$ cat src/rtl/time_display_core_pkg.sv
// Shared constants for the time-of-day path: second counts, blank code and
// converter state encoding, plus the digit blanking helper.
package time_display_core_pkg;

  localparam logic [16:0] SECS_PER_HR  = 17'd3600;
  localparam logic [16:0] SECS_PER_MIN = 17'd60;
  localparam logic [16:0] DAY_SECS     = 17'd86400;
  localparam logic [3:0]  BLANK        = 4'hF;

  localparam logic [2:0] ST_IDLE  = 3'd0;
  localparam logic [2:0] ST_HRS   = 3'd1;
  localparam logic [2:0] ST_MINS  = 3'd2;
  localparam logic [2:0] ST_SPLIT = 3'd3;
  localparam logic [2:0] ST_DONE  = 3'd4;

  function automatic logic [3:0] blank_digit(input logic [3:0] digit, input logic blank);
    return blank ? BLANK : digit;
  endfunction

endpackage

$ cat src/rtl/time_display_core_bin2bcd_iter.sv
// Iterative 6-bit tens/ones splitter: start loads the value, done is high once
// the remainder is below ten (one subtraction of ten per cycle).
module bin2bcd_iter (
  input  logic       clk,
  input  logic       rst,
  input  logic       start,
  input  logic [5:0] bin,
  output logic       done,
  output logic [3:0] tens,
  output logic [3:0] ones
);

  logic [5:0] val;
  logic [2:0] tens_cnt;

  // Load on start, then peel off tens until the remainder is a single digit.
  always_ff @(posedge clk or negedge rst) begin
    if (!rst) begin
      val      <= 6'd0;
      tens_cnt <= 3'd0;
    end else if (start) begin
      val      <= bin;
      tens_cnt <= 3'd0;
    end else if (val >= 6'd10) begin
      val      <= val - 6'd10;
      tens_cnt <= tens_cnt + 3'd1;
    end
  end

  assign done = (val < 6'd10);
  assign tens = {1'b0, tens_cnt};
  assign ones = val[3:0];

endmodule

$ cat src/rtl/time_display_core.sv
// Running time-of-day counter with an iterative seconds-to-hh:mm:ss BCD
// converter and per-field blanking for the 7-segment decoders.
module time_display_core
  import time_display_core_pkg::*;
#(
  parameter logic [31:0] TICK_CYCLES = 32'd50000000,
  parameter logic [16:0] DAY_SECS    = 17'd86400
) (
  input  logic        clk,
  input  logic        rst,
  input  logic [16:0] c_in,
  input  logic        run,
  input  logic        blink_hr_sig,
  input  logic        blink_min_sig,
  input  logic        blink_sec_sig,
  output logic [3:0]  hr_tens,
  output logic [3:0]  hr_ones,
  output logic [3:0]  min_tens,
  output logic [3:0]  min_ones,
  output logic [3:0]  sec_tens,
  output logic [3:0]  sec_ones,
  output logic        tick_out,
  output logic        valid
);

  logic [16:0] c_in_r;
  logic [16:0] total;
  logic [31:0] tick_cnt;
  logic        tick_now;
  logic        set_pend;
  logic        pending;
  logic [2:0]  state;
  logic [16:0] w;
  logic [4:0]  h;
  logic [5:0]  m;
  logic        split_start;
  logic        h_done, m_done, s_done;
  logic [3:0]  h_t, h_o, m_t, m_o, s_t, s_o;
  logic [3:0]  hr_tens_r, hr_ones_r, min_tens_r, min_ones_r, sec_tens_r, sec_ones_r;

  // Inputs never exceed two days, so a single subtraction brings them into range.
  assign c_in_r   = (c_in >= DAY_SECS) ? (c_in - DAY_SECS) : c_in;
  assign tick_now = run && (tick_cnt == (TICK_CYCLES - 32'd1));
  assign set_pend = run ? tick_now : (c_in_r != total);

  // Seconds timebase: tracks the setting input when stopped, counts when running.
  always_ff @(posedge clk or negedge rst) begin
    if (!rst) begin
      total    <= 17'd0;
      tick_cnt <= 32'd0;
      tick_out <= 1'b0;
    end else if (!run) begin
      total    <= c_in_r;
      tick_cnt <= 32'd0;
      tick_out <= 1'b0;
    end else if (tick_now) begin
      total    <= (total == (DAY_SECS - 17'd1)) ? 17'd0 : (total + 17'd1);
      tick_cnt <= 32'd0;
      tick_out <= 1'b1;
    end else begin
      tick_cnt <= tick_cnt + 32'd1;
      tick_out <= 1'b0;
    end
  end

  // Seconds go straight from w, so the splitters load on the edge entering SPLIT.
  assign split_start = (state == ST_MINS) && (w < SECS_PER_MIN);

  // Converter FSM; digit registers change only in DONE so the display never mixes values.
  always_ff @(posedge clk or negedge rst) begin
    if (!rst) begin
      state      <= ST_IDLE;
      pending    <= 1'b1;
      w          <= 17'd0;
      h          <= 5'd0;
      m          <= 6'd0;
      hr_tens_r  <= 4'd0;
      hr_ones_r  <= 4'd0;
      min_tens_r <= 4'd0;
      min_ones_r <= 4'd0;
      sec_tens_r <= 4'd0;
      sec_ones_r <= 4'd0;
      valid      <= 1'b0;
    end else begin
      pending <= pending | set_pend;
      case (state)
        ST_IDLE: begin
          if (pending) begin
            pending <= set_pend;
            w       <= total;
            h       <= 5'd0;
            m       <= 6'd0;
            state   <= ST_HRS;
          end
        end
        ST_HRS: begin
          if (w >= SECS_PER_HR) begin
            w <= w - SECS_PER_HR;
            h <= h + 5'd1;
          end else begin
            state <= ST_MINS;
          end
        end
        ST_MINS: begin
          if (w >= SECS_PER_MIN) begin
            w <= w - SECS_PER_MIN;
            m <= m + 6'd1;
          end else begin
            state <= ST_SPLIT;
          end
        end
        ST_SPLIT: begin
          if (h_done && m_done && s_done) begin
            state <= ST_DONE;
          end
        end
        ST_DONE: begin
          hr_tens_r  <= h_t;
          hr_ones_r  <= h_o;
          min_tens_r <= m_t;
          min_ones_r <= m_o;
          sec_tens_r <= s_t;
          sec_ones_r <= s_o;
          valid      <= 1'b1;
          state      <= ST_IDLE;
        end
        default: state <= ST_IDLE;
      endcase
    end
  end

  bin2bcd_iter u_split_hr (
    .clk(clk), .rst(rst), .start(split_start), .bin({1'b0, h}),
    .done(h_done), .tens(h_t), .ones(h_o)
  );

  bin2bcd_iter u_split_min (
    .clk(clk), .rst(rst), .start(split_start), .bin(m),
    .done(m_done), .tens(m_t), .ones(m_o)
  );

  bin2bcd_iter u_split_sec (
    .clk(clk), .rst(rst), .start(split_start), .bin(w[5:0]),
    .done(s_done), .tens(s_t), .ones(s_o)
  );

  assign hr_tens  = blank_digit(hr_tens_r,  blink_hr_sig);
  assign hr_ones  = blank_digit(hr_ones_r,  blink_hr_sig);
  assign min_tens = blank_digit(min_tens_r, blink_min_sig);
  assign min_ones = blank_digit(min_ones_r, blink_min_sig);
  assign sec_tens = blank_digit(sec_tens_r, blink_sec_sig);
  assign sec_ones = blank_digit(sec_ones_r, blink_sec_sig);

endmodule

$ cat config.mk
export PLATFORM = sky130hd
export DESIGN_NAME = time_display_core
export DESIGN_NICKNAME = d
export VERILOG_FILES = /design/src/rtl/time_display_core_pkg.sv /design/src/rtl/time_display_core_bin2bcd_iter.sv /design/src/rtl/time_display_core.sv
export SDC_FILE = /design/constraint.sdc
export NUM_CORES = 1
export LEC_CHECK = 0
export CORE_MARGIN = 1
export CORE_UTILIZATION = 55
export DETAILED_ROUTE_END_ITERATION = 12
export PLACE_DENSITY_LB_ADDON = 0.3
export SETUP_SLACK_MARGIN = 0.02
export SLEW_MARGIN = 5
export SYNTH_ARGS = -nofsm -noshare
export SYNTH_HDL_FRONTEND = slang
export SYNTH_HIERARCHICAL = 1
export SYNTH_SLANG_ARGS = --single-unit
$ cat constraint.sdc
create_clock -name clk -period 2.81 [get_ports clk]
set_input_delay 0.281 -clock clk [delete_from_list [all_inputs] [get_ports clk]]
set_output_delay 0.281 -clock clk [all_outputs]
set_load 0.02 [all_outputs]
# Word-level counts from Yosys, hierarchy flattened
# Cells that the tools add are included.
totals:
  reg_bits: 131
  inputBits: 23
  out_inout_bits: 26
op_classes:
  add_sub_neg: 13
  eq_ne: 14
  reduce_logical: 15
  n_mux: 44
  n_lt_le_gt_ge: 10
  bitwise: 1
op_table:
  columns: ["operator", "count"]
  rows:
  - ["2-to-1 mux 17 bit", 7]
  - ["2-to-1 mux 32 bit", 2]
  - ["case mux 17 bit (3 select lines)", 1]
  - ["2-to-1 mux 6 bit", 8]
  - ["adder 32 x 1 -> 32 bit, second input constant", 1]
  - ["equality test 32 x 26 -> 1 bit, second input constant", 1]
  - ["2-to-1 mux 3 bit", 10]
  - ["2-to-1 mux 4 bit", 6]
  - [">= comparator 6 x 4 -> 1 bit, second input constant", 3]
  - ["< comparator 6 x 4 -> 1 bit, second input constant", 3]
  - ["subtractor 6 x 4 -> 6 bit, second input constant", 3]
  - ["adder 17 x 1 -> 17 bit, second input constant", 1]
  - ["equality test 17 bit, second input constant", 1]
  - [">= comparator 17 x 12 -> 1 bit, second input constant", 1]
  - [">= comparator 17 bit, second input constant", 1]
  - [">= comparator 17 x 6 -> 1 bit, second input constant", 1]
  - ["< comparator 17 x 6 -> 1 bit, second input constant", 1]
  - ["!= test 17 bit", 1]
  - ["subtractor 17 x 12 -> 17 bit, second input constant", 1]
  - ["subtractor 17 bit, second input constant", 1]
  - ["subtractor 17 x 6 -> 17 bit, second input constant", 1]
  - ["case mux 3 bit (4 select lines)", 1]
  - ["case mux 6 bit (2 select lines)", 1]
  - ["2-to-1 mux 5 bit", 2]
  - ["other kinds (17)", 38]

# Depth between registers and ports, before layout
# Gate-level depths: netlist of run 1.
depth:
  word_depth: 7
  depth_mapped: 9

# Hierarchy
# Netlist of run 1, hierarchy kept.
by_module_without_submodules:
  columns: ["mod", "cells_each", "instances", "area_per_inst_um2"]
  rows:
  - ["time_display_core", 725, 1, 6452.4]
  - ["bin2bcd_iter", 60, 3, 546.8]

# Worst setup path after synthesis of run 1
# OpenSTA, ideal clock, no wires.
synth_path:
  kind: "register -> register"
  start: "register w[7]"
  end: "register u_split_hr.tens_cnt[2]"
  t_required_ps: 2682
  arrival_time_ps: 2496
  path_slack_ps: 186
  setup_time_ps: 128
  synth_period_minus_slack_ps: 2624
  stages_incl_launch_ff: 8
  cell_sequence: "dfrtp_1 -> nor3_1 -> nand4b_1 -> or2_2 -> nor2_1 -> buf_2 -> nor2_1 -> mux2_1"
synth_via:
  elab_chain_len: 3
  word_cells_on_any_way: 4
  classes_between: "1 x order compare; 1 x mux; 2 x reduce/logical"
synth_rtl:
  columns: ["item", "line", "rtl"]
  rows:
  - ["from (decl)", "time_display_core.sv:33", "logic [16:0] w;"]
  - ["from (signal assigned)", "time_display_core.sv:90", "w <= total;"]
  - ["from (signal assigned)", "time_display_core.sv:98", "w <= w - SECS_PER_HR;"]
  - ["from (signal assigned)", "time_display_core.sv:106", "w <= w - SECS_PER_MIN;"]
  - ["< comparator 17 x 6 -> 1 bit (*)", "time_display_core.sv:67", "assign split_start = (state == ST_MINS) && (w < SECS_PER_MIN);"]
  - ["logical AND 1 bit (*)", "time_display_core.sv:67", null]
  - ["net split_start", "time_display_core.sv:36", "logic split_start;"]
  - ["2-to-1 mux 3 bit or nonzero test 2 bit (tied branches)", null, null]
  - ["to (signal assigned)", "time_display_core_bin2bcd_iter.sv:26", "tens_cnt <= tens_cnt + 3'd1;"]
  - ["to (decl)", "time_display_core_bin2bcd_iter.sv:14", "logic [2:0] tens_cnt;"]
# The timed path passes the listed nets; every way through them passes the cells marked *.
# A chain may end at the register's enable or synchronous reset.

# Worst setup path in the final report of run 1
layout_path:
  start: "register w[5]"
  end: "register w[14]"
layout_via:
  elab_chain_len: 3
  word_cells_on_any_way: 10
  classes_between: "2 x add/sub; 2 x order compare; 2 x eq/ne; 3 x mux; 1 x reduce/logical"
layout_rtl:
  columns: ["item", "line", "rtl"]
  rows:
  - ["subtractor 17 x 6 -> 17 bit, or another cell as far along", "time_display_core.sv:106", null]
  - ["2-to-1 mux 17 bit, or another cell as far along", "time_display_core.sv:105", "if (w >= SECS_PER_MIN) begin"]
  - ["case mux 17 bit (3 select lines) or AND reduction 4 bit (tied branches)", null, null]
# Several ways; a longest one is shown, not always the timed one. The select of a mux whose other input is x is not followed.

==> flow_summary_export.csv, run 1 <==
group,metric,value,unit
place,io_buffer_count,48,
synthesis,netlist_instances,905,
timing,hold_viol,0,
global_routing,grt-ovfl-total,0,
hold_path,hold_path_class,"input port to asynchronous set/reset pin",
timing,worstMarginPinSlew,0.680,ns
floorplanning,ioPinCount,49,
finish,fillCellCount,1122,
finish,layout.cells.non_filler,1144,
cts,cts_tree,"yes",
synthesis,synth-seq-cells,134,
finish,synthToLayoutAreaGrowth,16.9,%
synthesis,synthArstFlopShare,100,%
place,dp.cells,1112,
synthesis,syn-cell-area,8090,µm²
finish,fin_nets,991,
timing,post-route-period-util,92.9,%
cts,clk_pin_slew,0.06,ns
pwr,power_frac_seq,36.0,%
timing,min_period,2.61,ns
detailed_routing,wl_per_cell,15.8,µm
cts,cts_resized,0,
cts,numCtsBuffers,17,
timing,max_clock_freq,383,MHz
synthesis,yosysSeqAreaShare,41.5,%
setup_path,crit_arrival,2.91,ns
flow_run,maxCapViolations,0,
timing,fin_tns_setup,0,ns
timing,relSlewSlack,54.4,%
pwr,comb_power_share,34.7,%
setup_path,critPathLaunchType,"flip-flop",
global_routing,track_usage,25.5,%
pwr,p_switching,2.85,mW
floorplanning,design.die.area,15200,µm²
cts,cts_setup_buffers,0,
synthesis,synth_edf_count,0,
synthesis,syn_nets,944,
detailed_routing,vias_per_cell,5.99,
place,place_hpwl,12600,µm
timing,rsz0062_at_grt,"no",
finish,layout_commonest_cell,"dfrtp_1",
cts,cts_hold_buf,1,
global_routing,grt_pass1_wl,30200,µm
cts,clock_path_buffers,2,
pwr,p_total,8.03,mW
cts,clk-insertion-delay-late,0.42,ns
floorplanning,die_w,123,µm
detailed_routing,route.vias.total,6849,
timing,setup-violations-final,0,
setup_path,crit_type,"flip-flop to flip-flop",
synthesis,postSynthAreaPerCell,8.94,µm²
timing,drv_slew,0,
outcome,status,"complete, no violations",
floorplanning,rows,43,
cts,cts_root_buf,"clkbuf_16",
synthesis,synth_ff_type,"dfrtp_1",
pwr,swShare,35.5,%
pwr,power.share.clock,29.3,%
detailed_routing,first_pass_iters,9,
pwr,powerDensity,849,nW/µm²
global_routing,grt_max_degree,81,
setup_path,crit_fanout,7,
setup_path,worstRegToRegCells,9,
detailed_routing,wirelength,18100,µm
synthesis,synth_cell_types,82,
detailed_routing,drt_iter0_markers,460,
global_routing,grt_pass1_vias,6303,
floorplanning,initial_core_util,57.4,%
detailed_routing,drc,0,
setup_path,end_kind,"flip-flop",
pwr,intPower,5.18,mW
cts,cts_sinks,134,
timing,clock_skew,0.00636,ns
floorplanning,fp.dieH,123,µm
finish,layout_common_cells,"133 x dfrtp_1, 90 x nor2_1, 83 x nand2_1",
setup_path,crit_required,3.11,ns
floorplanning,core_area,14100,µm²
pwr,p_leak,4.03,nW
pwr,max-vdd-ir-drop,0.651,mV
finish,diodes,0,
place,gp_congestion,0.889,
global_routing,antenna_found_initial,0,
detailed_routing,ant_nets,0,
synthesis,ys_warn_count,6,
cts,h-tree-depth,4,
finish,drive_gt1_share,15.7,%
==> worst max-delay path, stage by stage, from the launching register on <==
cell and delay, ns:
dfrtp_1 0.47, inv_1 0.18, ha_1 0.17, nand3b_1 0.07
o311a_1 0.29, o21ai_0 0.41, a211oi_4 0.14, a211oi_1 0.43
o21ai_0 0.18, o2bb2ai_1 0.15
==> stage by stage <==
stage,instance area (µm²),util (%),setup WS (ns),hold WS [ns]
after detailed placement,8820,62.6,0.0638,0.274
after global placement,8820,62.6,0.146,0.271
after global routing,9460,67.1,0.0968,0.443
after floorplan,8090,-,0.186,-0.0146
final,9460,67.1,0.201,0.372
after CTS,9460,67.1,0.277,0.390
==> cell usage after synthesis, types with 4 or more instances <==
cell type | instances | area, µm²
xnor2_1 | 21 | 184
buf_2 | 11 | 55.1
a21boi_0 | 4 | 30.0
nor2b_1 | 10 | 62.6
dfrtp_1 | 133 | 3330
xor2_1 | 38 | 333
and2_1 | 5 | 31.3
a21oi_1 | 57 | 285
a21o_1 | 5 | 37.5
and3_1 | 19 | 119
or4_1 | 6 | 45.0
a31oi_1 | 11 | 68.8
buf_4 | 15 | 113
nor3b_1 | 6 | 45.0
nor4_1 | 9 | 56.3
buf_1 | 5 | 18.8
inv_1 | 26 | 97.6
nand3_1 | 35 | 175
nand2_1 | 83 | 312
o21bai_1 | 5 | 37.5
or3_1 | 13 | 81.3
o31ai_1 | 8 | 60.1
conb_1 | 4 | 15.0
mux2i_1 | 4 | 40.0
nor3_1 | 15 | 75.1
or2_2 | 28 | 175
o21ai_1 | 8 | 40.0
nand2b_1 | 5 | 31.3
o21ai_0 | 44 | 220
nor2_1 | 91 | 342
o311ai_0 | 6 | 52.6
ha_1 | 16 | 200
nand4_1 | 18 | 113
mux2_2 | 27 | 304
clkbuf_1 | 28 | 105
==> registers in the layout, summed over array words and instances, names as in the netlist, 4 cells and up <==
register and flops:
total 17, u_split_sec/val 6, hr_ones_r 4, m 6
u_split_min/val 6, u_split_hr/val 6, w 17, sec_ones_r 4
tick_cnt 32, min_ones_r 4, h 5, min_tens_r 4
sec_tens_r 4, hr_tens_r 4
==> cell families after synthesis <==
logic type / Yosys count / synth area share (%)
compound gates: 198 / 16.0
xor+xnor: 59 / 6.39
fa+ha+maj: 16 / 2.47
buf+inv: 87 / 4.99
flops: 134 / 41.5
mux: 34 / 4.67
other cells: 4 / 0.185
simple gates: 373 / 23.8
==> path summary, 6_finish.rpt <==
check / startpoint / endpoint / slack (ns)
min: rst / min_tens_r[3]$_DFFE_PN0N_ / 0.37
max reg2reg: w[5]$_DFFE_PN0P_ / w[14]$_DFFE_PN0P_ / 0.20
min reg2reg: valid$_DFFE_PN0N_ / valid$_DFFE_PN0N_ / 0.47
min in group clk: valid$_DFFE_PN0N_ / valid$_DFFE_PN0N_ / 0.47
max: w[5]$_DFFE_PN0P_ / w[14]$_DFFE_PN0P_ / 0.20
max in group asynchronous: rst / pending$_DFF_PN1_ / 1.63
==> metal layers <==
| layer | up-vias | wire (µm) | track usage, % |
|---|---|---|---|
| met5 | - | 0 | 0 |
| met2 | 248 | 8680 | 41.1 |
| li1 | 3297 | - | - |
| met1 | 3270 | 8100 | 34.0 |
| met3 | 34 | 987 | 5.03 |
| met4 | 0 | 361 | 9.19 |
==> power groups by stage <==
stage | sequential, mW | clock [mW] | combinational, mW
5_1_grt | 2.96 | 2.47 | 3.09
3_5_place_dp | 2.90 | 0 | 2.74
6_report | 2.89 | 2.36 | 2.78
3_3_place_gp | 2.88 | 0 | 2.68
4_1_cts | 2.87 | 2.39 | 2.77
2_1_floorplan | 2.67 | 0 | 2.18
==> final cells by class <==
class	instances	area (µm²)	share of cell area (%)
Sequential cell	134	3350	35.5
Tap cell	180	225	2.38
Clock buffer	23	478	5.05
Inverter	27	101	1.07
Timing Repair Buffer	88	810	8.56
Clock inverter	8	146	1.55
Multi-Input combinational cell	684	4340	45.9
Note: power is estimated with default switching activity, not from simulation.
==> run 2: changes to the inputs <==
--- a/config.mk
+++ b/config.mk
@@ -7,6 +7,8 @@
 export LEC_CHECK = 0
 export CORE_MARGIN = 1
 export CORE_UTILIZATION = 55
+export CTS_BUF_LIST = sky130_fd_sc_hd__clkbuf_16
+export CTS_CLUSTER_DIAMETER = 150
 export DETAILED_ROUTE_END_ITERATION = 12
 export PLACE_DENSITY_LB_ADDON = 0.3
 export SETUP_SLACK_MARGIN = 0.02
==> flow_summary_export.csv, run 2 (same netlist as run 1, synthesis figures left out) <==
group,metric,value,unit
timing,worstMarginPinSlew,0.669,ns
global_routing,grt_pass1_wl,30100,µm
cts,numCtsBuffers,17,
setup_path,crit_arrival,2.90,ns
pwr,p_total,7.92,mW
finish,synthToLayoutAreaGrowth,16.5,%
setup_path,reg2reg_from,"w[5]$_DFFE_PN0P_",
pwr,intPower,5.08,mW
detailed_routing,drc,0,
detailed_routing,drt_iter0_markers,456,
finish,layout_commonest_cell,"dfrtp_1",
timing,relSlewSlack,55.1,%
cts,cts_root_buf,"clkbuf_16",
pwr,max-vdd-ir-drop,0.645,mV
cts,clock_path_buffers,2,
setup_path,critical-path-top-delay-family,"compound AO/OA/AOI/OAI gates",
pwr,power.share.clock,28.5,%
timing,rsz0062_at_grt,"no",
finish,multi_input_area,4340,µm²
place,io_buffer_count,48,
timing,setup-violations-final,0,
finish,sequential_cell_area,3350,µm²
cts,clk-insertion-delay-late,0.42,ns
setup_path,cp-startpoint,"w[5]$_DFFE_PN0P_",
timing,post-route-period-util,92.4,%
global_routing,antenna_found_initial,0,
timing,clock_skew,0.00729,ns
timing,max_clock_freq,385,MHz
floorplanning,die_w,123,µm
outcome,status,"complete, no violations",
cts,clk_pin_slew,0.06,ns
floorplanning,rows,43,
finish,fin_nets,991,
place,place_hpwl,12600,µm
finish,reg_top3,"tick_cnt: 32 flops, total: 17 flops, w: 17 flops",
timing,hold_viol,0,
setup_path,slowest_stage,"dfrtp_1",
global_routing,grt_max_degree,81,
hold_path,hold_path_class,"input port to asynchronous set/reset pin",
setup_path,critPathMostFrequentCell,"o21ai_0",
setup_path,crit_type,"flip-flop to flip-flop",
finish,layout_common_cells,"133 x dfrtp_1, 90 x nor2_1, 83 x nand2_1",
detailed_routing,wirelength,18000,µm
setup_path,critical_path.cell_chain,"inv_1 > ha_1 > nand3b_1 > o311a_1 > o21ai_0 > a211oi_4 > a211oi_1 > o21ai_0 > o2bb2ai_1",
cts,cts_setup_buffers,0,
pwr,swShare,35.8,%
global_routing,grt_pass1_vias,6291,
floorplanning,ioPinCount,49,
timing,min_period,2.60,ns
detailed_routing,ant_nets,0,
finish,regMostFlops,"tick_cnt",
floorplanning,core_area,14100,µm²
detailed_routing,route.vias.total,6833,
finish,drive_gt1_share,15.4,%
setup_path,crit_buf_inv,1,
pwr,power_frac_seq,36.5,%
cts,cts_tree,"yes",
pwr,powerDensity,840,nW/µm²
pwr,comb_power_share,35.0,%
setup_path,crit_required,3.11,ns
timing,fin_tns_setup,0,ns
floorplanning,fp.dieH,123,µm
detailed_routing,wl_per_cell,15.8,µm
setup_path,critPathLaunchType,"flip-flop",
finish,diodes,0,
detailed_routing,vias_per_cell,5.97,
finish,utilization,66.9,%
global_routing,track_usage,25.4,%
pwr,p_switching,2.83,mW
floorplanning,design.die.area,15200,µm²
place,gp_congestion,0.889,
timing,drv_slew,0,
cts,cts_sinks,134,
finish,fillCellCount,1120,
pwr,p_leak,4.03,nW
setup_path,end_kind,"flip-flop",
cts,h-tree-depth,4,
floorplanning,initial_core_util,57.4,%
setup_path,crit_fanout,7,
finish,largest_reg_flops,32,
setup_path,cpPeakStageDelay,0.47,ns
flow_run,maxCapViolations,0,
global_routing,grt-ovfl-total,0,
detailed_routing,first_pass_iters,5,
run 2: cell types whose count changed in the layout (fill, tap and decap cells not counted), sizes merged:
cell / previous run / this run
clkbuf: 23 / 17
clkinv: 4 / 7
inv: 26 / 29
run 2: power by group through the flow:
stage | sequential [mW] | clock [mW] | combinational (mW)
after floorplan | 2.67 | 0 | 2.18
after global placement | 2.88 | 0 | 2.68
after detailed placement | 2.90 | 0 | 2.74
after CTS | 2.87 | 2.28 | 2.77
after global routing | 2.96 | 2.37 | 3.09
final | 2.89 | 2.25 | 2.77
run 2: area by class of cell:
cell class | instances | share of cell area [%]
Inverter | 27 | 1.08
Sequential cell | 134 | 35.6
Clock inverter | 14 | 1.79
Multi-Input combinational cell | 684 | 46.1
Clock buffer | 17 | 4.51
Timing Repair Buffer | 88 | 8.59
Tap cell | 180 | 2.39
run 2: worst reg2reg max path: stages, from the launching register on:
cell	delay (ns)
dfrtp_1	0.47
inv_1	0.18
ha_1	0.17
nand3b_1	0.07
o311a_1	0.29
o21ai_0	0.41
a211oi_4	0.14
a211oi_1	0.42
o21ai_0	0.18
o2bb2ai_1	0.15
run 2: final timing paths:
path,end,slack (ns),cells past startpoint
hold / removal,min_tens_r[3]$_DFFE_PN0N_,0.38,2
max in group asynchronous,pending$_DFF_PN1_,1.62,3
setup / recovery,w[14]$_DFFE_PN0P_,0.21,9
hold reg to reg,valid$_DFFE_PN0N_,0.46,1
min in group clk,valid$_DFFE_PN0N_,0.46,1
setup reg to reg,w[14]$_DFFE_PN0P_,0.21,9
run 2: what timing repair did:
item | in CTS | in global routing
endpoints found under the hold margin | 54 | 0
hold buffers | 1 | 0
resized for setup | 0 | 0
run 2: metrics by stage:
step | area, µm² | hold slack (ns) | instances | worst slack (ns)
2_1_floorplan | 8090 | -0.0146 | 905 | 0.186
3_3_place_gp | 8820 | 0.271 | 1112 | 0.146
3_5_place_dp | 8820 | 0.274 | 1112 | 0.0638
4_1_cts | 9430 | 0.394 | 1144 | 0.277
5_1_grt | 9430 | 0.445 | 1144 | 0.0978
6_report | 9430 | 0.377 | 1144 | 0.215
run 2: per-layer routing:
| layer | track usage (%) | up-vias | routed length (µm) |
|---|---|---|---|
| li1 | - | 3291 | - |
| met1 | 33.9 | 3265 | 8010 |
| met2 | 41.0 | 253 | 8740 |
| met3 | 5.17 | 24 | 988 |
| met4 | 8.73 | 0 | 284 |
| met5 | 0 | - | 0 |
